--- config.mk ---
export PLATFORM = sky130hd
export DESIGN_NAME = fir_filter_pipe_chain
export DESIGN_NICKNAME = d
export VERILOG_FILES = /design/src/rtl/fir_filter_pkg.sv /design/src/rtl/fir_filter_pipe_stage.sv /design/src/rtl/fir_filter_pipe_chain.sv
export SDC_FILE = /design/constraint.sdc
export NUM_CORES = 1
export LEC_CHECK = 0
export ABC_AREA = 1
export ABC_CLOCK_PERIOD_IN_PS = 1450
export CORE_MARGIN = 10
export CORE_UTILIZATION = 48
export CTS_CLUSTER_SIZE = 30
export DETAILED_ROUTE_END_ITERATION = 8
export PLACE_DENSITY = 0.83
export RECOVER_POWER = 100
export SLEW_MARGIN = 20
export SYNTH_ARGS = -nofsm -noshare
export SYNTH_HDL_FRONTEND = slang
export SYNTH_HIERARCHICAL = 1
export SYNTH_SLANG_ARGS = --single-unit
--- constraint.sdc ---
create_clock -name clk -period 1.45 [get_ports clk]
set_input_delay 0.2175 -clock clk [delete_from_list [all_inputs] [get_ports clk]]
set_output_delay 0.2175 -clock clk [all_outputs]
set_load 0.02 [all_outputs]
--- src/rtl/fir_filter_pkg.sv ---
// Shared constants, types and helpers for the FIR output pipeline chain.
package fir_filter_pkg;

   localparam int FIR_ACC_WIDTH = 32;
   localparam int FIR_MAX_DEPTH = 16;
   localparam int FIR_MAX_CH_W  = 4;

   function automatic int chan_w(input int channels);
      return (channels > 2) ? $clog2(channels) : 1;
   endfunction

   typedef struct packed {
      logic [FIR_ACC_WIDTH-1:0] data;
      logic [FIR_MAX_CH_W-1:0]  chan;
   } fir_word_t;

endpackage

--- src/rtl/fir_filter_pipe_stage.sv ---
// One elastic register slot: valid bit plus payload word.
module fir_filter_pipe_stage
   import fir_filter_pkg::*;
#(
   parameter type word_t = fir_word_t
) (
   input  logic  clk,
   input  logic  rst,
   input  logic  en,
   input  logic  clr,
   input  logic  prev_valid,
   input  word_t prev_word,
   output logic  valid,
   output word_t word
);

   always_ff @(posedge clk or negedge rst) begin
      if (!rst) begin
         valid <= 1'b0;
         word  <= '0;
      end else if (clr) begin
         valid <= 1'b0;
      end else if (en) begin
         valid <= prev_valid;
         // payload only moves with a real word so bubbles keep old data
         if (prev_valid) word <= prev_word;
      end
   end

endmodule

--- src/rtl/fir_filter_pipe_chain.sv ---
// DEPTH-stage elastic pipeline between the MAC stage and output formatter,
// with bubble collapse, global freeze/flush and a registered occupancy count.
module fir_filter_pipe_chain
   import fir_filter_pkg::*;
#(
   parameter  int DATA_WIDTH = FIR_ACC_WIDTH,
   parameter  int DEPTH      = 3,
   parameter  int CHANNELS   = 4,
   localparam int CH_W       = chan_w(CHANNELS),
   localparam int OCC_W      = $clog2(DEPTH + 1)
) (
   input  logic                  clk,
   input  logic                  rst,
   input  logic                  freeze,
   input  logic                  flush,
   input  logic                  in_valid,
   input  logic [DATA_WIDTH-1:0] in_data,
   input  logic [CH_W-1:0]       in_chan,
   output logic                  in_ready,
   output logic                  out_valid,
   output logic [DATA_WIDTH-1:0] out_data,
   output logic [CH_W-1:0]       out_chan,
   input  logic                  out_ready,
   output logic [OCC_W-1:0]      occupancy
);

   typedef struct packed {
      logic [DATA_WIDTH-1:0] data;
      logic [CH_W-1:0]       chan;
   } word_t;

   logic [DEPTH-1:0] valid_q;
   logic [DEPTH-1:0] prev_valid;
   logic [DEPTH-1:0] en;
   word_t            word_q    [DEPTH];
   word_t            prev_word [DEPTH];
   logic             go;
   logic             carry;
   logic             in_xfer;
   logic             out_xfer;

   assign go = ~freeze & ~flush;

   // walk from the output end so each stage sees whether its successor drains
   always_comb begin
      en    = '0;
      carry = go & out_ready;
      for (int i = DEPTH - 1; i >= 0; i--) begin
         en[i] = go & (~valid_q[i] | carry);
         carry = en[i];
      end
   end

   for (genvar g = 0; g < DEPTH; g++) begin : g_stage
      if (g == 0) begin : g_head
         assign prev_valid[g] = in_valid;
         assign prev_word[g]  = {in_data, in_chan};
      end else begin : g_body
         assign prev_valid[g] = valid_q[g-1];
         assign prev_word[g]  = word_q[g-1];
      end

      fir_filter_pipe_stage #(
         .word_t(word_t)
      ) u_stage (
         .clk       (clk),
         .rst       (rst),
         .en        (en[g]),
         .clr       (flush),
         .prev_valid(prev_valid[g]),
         .prev_word (prev_word[g]),
         .valid     (valid_q[g]),
         .word      (word_q[g])
      );
   end

   assign in_ready  = en[0];
   assign out_valid = valid_q[DEPTH-1] & go;
   assign out_data  = word_q[DEPTH-1].data;
   assign out_chan  = word_q[DEPTH-1].chan;

   assign in_xfer  = in_valid & in_ready;
   assign out_xfer = out_valid & out_ready;

   always_ff @(posedge clk or negedge rst) begin
      if (!rst) begin
         occupancy <= '0;
      end else if (flush) begin
         occupancy <= '0;
      end else if (in_xfer & ~out_xfer) begin
         occupancy <= occupancy + OCC_W'(1);
      end else if (out_xfer & ~in_xfer) begin
         occupancy <= occupancy - OCC_W'(1);
      end
   end

endmodule

==> metrics.md <==
| Metric | Value |
|---|---|
| # diodes | `0` |
| CP max-delay cell | `clkdlybuf4s50_1` |
| Maximum clock path buffer count | `2` |
| Clk Latency, worst-skew pair | `0.36 ns` |
| Starting density of the core | `0.4978` |
| Yosys cell types | `19` |
| Fin crit share | `0.9690` |
| Register area share after synthesis | `0.5767` |
| PnR Total Power | `6321 µW` |
| H-tree depth | `3` |
| Detail Route Antenna Nets | `0` |
| Hold Crit Start | `in_data[25]` |
| Crit path max-delay family | `buffers and inverters` |
| Pins Over Slew Limit | `0` |
| Startpoint Class | `primary input` |
| DRC | `0` |
| Max-Cap Viols | `0` |
| Root buf cell | `clkbuf_8` |
| Total GRT Usage | `0.1621` |
| I/O pin count | `78` |
| Nets@finish | `618` |
| Top cells by area, synth | `dfrtp_1 58%, nand2_1 17%, nand4_1 14%` |
| Syn_nets | `540` |
| FFs w/ async S/R, synth | `1.000` |
| Rows | `35` |
| Die width | `118.4 µm` |
| Crit path max fanout | `3` |
| Global placement routability congestion | `0.8505` |
| Final min period | `1.405 ns` |
| Core Region | `9328 µm²` |
| First-pass GRT wire length | `18.91 mm` |
| Final worst slack | `0.04502 ns` |
| Final instance area | `5786 µm²` |
| Layout area overhead | `24.60%` |
| Cts bufs inserted | `9` |
| CTS clk-pin slew, worst paths | `0.10 ns` |
| Launch point of the worst reg-to-reg path | `g_stage[2].u_stage/valid$_DFFE_PN0P_` |
| Drt first pass iters | `4` |
| Post-Synthesis Cells | `500` |
| Finish-stage setup viols | `0` |
| Lkg Pwr | `0.003132 µW` |
| DRT iter0 DRCs | `207` |
| DPL Wire Length | `7.819 mm` |
| Die height | `118.4 µm` |
| Die ar. | `14010 µm²` |
| R2R Path End | `g_stage[0].u_stage/word[24]$_DFFE_PN0P_` |
| Max incr delay on CP | `0.49 ns` |
| Total negative slack | `0 ns` |
| Initial antenna violation count | `0` |
| Critical Path, Cell by Cell | `clkdlybuf4s50_1, inv_2, nand2_4, inv_2, nand2_2, nand2_4, buf_6` |
| Sinks on Clock Net | `107` |
| Top cell type's share of synthesized area | `0.5767` |
| Post-DP Area | `5633 µm²` |
| CTS tree | `built` |
| Largest net degree at the start of global routing | `38` |
| Mean area per synthesized cell | `9.286 µm²` |
| Share of post-route cells with drive strength above 1 | `0.1201` |
| Worst r2r path cells | `8` |
| Routed WL | `11.23 mm` |
| Post-Syn Area | `4643 µm²` |
| R2r setup slk | `0.07 ns` |
| Status | `complete, no violations` |
| Worst hold path class | `primary input to register` |
| Pre-CTS setup slack | `-0.3919 ns` |
| Crit path arrival time | `1.19 ns` |
| Post-layout util | `0.6203` |
| Max Clock Freq | `711.8 MHz` |
| Grt total ovfl | `0` |
| Final Hold Fails | `0` |
| Worst Tran Pin Value | `0.7231 ns` |
| Fin Clk Skew | `0.01097 ns` |
| Worst Setup Path Type | `primary input to primary output` |
| # port buffers | `77` |
| Area leader, netlist | `dfrtp_1` |
| Post-synth top flop | `dfrtp_1` |
| Synth top cells by count | `211 x nand2_1, 107 x dfrtp_1, 106 x nand4_1` |
| Maximum VDD drop | `603.4 µV` |
| EDFF count, synth | `0` |
| Flops & latches, synth | `107` |
| Vias in the first global route | `3851` |
| Top-count cell post-synth | `nand2_1` |
| Crit end category | `primary output` |
| Hold endpoint | `g_stage[0].u_stage/word[27]$_DFFE_PN0P_` |
| Critical path buffers and inverters | `4` |
| WHS Path Cells | `3` |
| Number of synthesis warnings | `6` |
| Drt wl/cell | `15.78 µm` |
| Vias | `3785` |
| Power per Cell Area | `1093 nW/µm²` |
| Vias per inst | `5.316` |
| Worst slew margin | `0.5179` |
| Worst EP required | `1.23 ns` |
==> worst max path at each step <==
| stage | startpoint | end | depth (start not counted) |
|---|---|---|---|
| after global placement | flush | in_ready | 7 |
| after detailed placement | flush | g_stage[0].u_stage/word[8]$_DFFE_PN0P_ | 10 |
| after floorplan | g_stage[2].u_stage/valid$_DFFE_PN0P_ | g_stage[0].u_stage/word[0]$_DFFE_PN0P_ | 8 |
| after global routing | flush | g_stage[1].u_stage/word[20]$_DFFE_PN0P_ | 10 |
| after CTS | g_stage[2].u_stage/valid$_DFFE_PN0P_ | in_ready | 4 |
| final | flush | in_ready | 7 |
==> layout make-up <==
| class | count | area (µm²) |
|---|---|---|
| fillers | 783 | 3542 |
| flip-flops and latches | 107 | 2679 |
| multi-input cells | 338 | 1655 |
| repair buffers | 109 | 1070 |
| well taps | 129 | 161.4 |
| clock buffers | 11 | 131.4 |
| inverters | 13 | 50.05 |
| clock inverters | 5 | 38.79 |
==> kinds of logic (layout without fill, tap and decap cells) <==
kind of cell,after synthesis,after routing,share of synthesized area
xor+xnor,1,1,0.001887
flops,107,107,0.5767
compound gates,4,4,0.004310
buf+inv,55,138,0.07141
simple gates,333,333,0.3457
==> cells in the final DEF, fill, tap and decap left out, drive strengths merged <==
cell type,instances
nand2,217
dfrtp,107
nand4,106
clkdlybuf4s50,38
dlygate4sd2,36
buf,31
clkbuf,14
inv,13
nand3,8
clkinv,4
o21ai,3
nor2,2
a21oi,1
xnor2,1
clkinvlp,1
dlygate4sd3,1
==> tightest hold or removal path, delay by kind of cell <==
kind	cells	cell delay (ns)
buffers and inverters	1	0.39
AND/OR/NAND/NOR	2	0.13
==> through the flow <==
| step | hold slack (ns) | std cells |
|---|---|---|
| after floorplan | -0.07809 | 500 |
| final | 0.4063 | 712 |
| after detailed placement | 0.1756 | 693 |
| after global routing | 0.3947 | 712 |
| after CTS | 0.3152 | 712 |
| after global placement | 0.1729 | 693 |
==> report_power, final <==
part | switching (µW) | total (µW) | internal [µW] | leakage [µW]
Sequential | 254 | 3690 | 3430 | 0.00142
Clock | 988 | 1620 | 637 | 0.0000839
Combinational | 596 | 1010 | 415 | 0.00163
Total | 1840 | 6320 | 4480 | 0.00313
==> layer usage <==
layer	vias up	GRT usage	routed length, µm
met2	100	0.2747	5745
li1	1845	-	-
met4	0	0.06955	192
met5	-	0	0
met3	15	0.02808	545
met1	1825	0.1986	4749
==> sequential cells by signal, indices dropped and copies added, names as in the netlist <==
register	flops
g_stage.u_stage/word	102
g_stage.u_stage/valid	3
occupancy	2
==> timing repair <==
| item | in CTS | in global routing |
|---|---|---|
| hold buffers | 1 | 0 |
| endpoints found under the hold margin | 26 | 0 |
| resized for setup | 48 | 9 |
| buffers inserted | 2 | 0 |
| setup endpoints to repair | 73 | 33 |
Note: power is estimated with default switching activity, not from simulation.
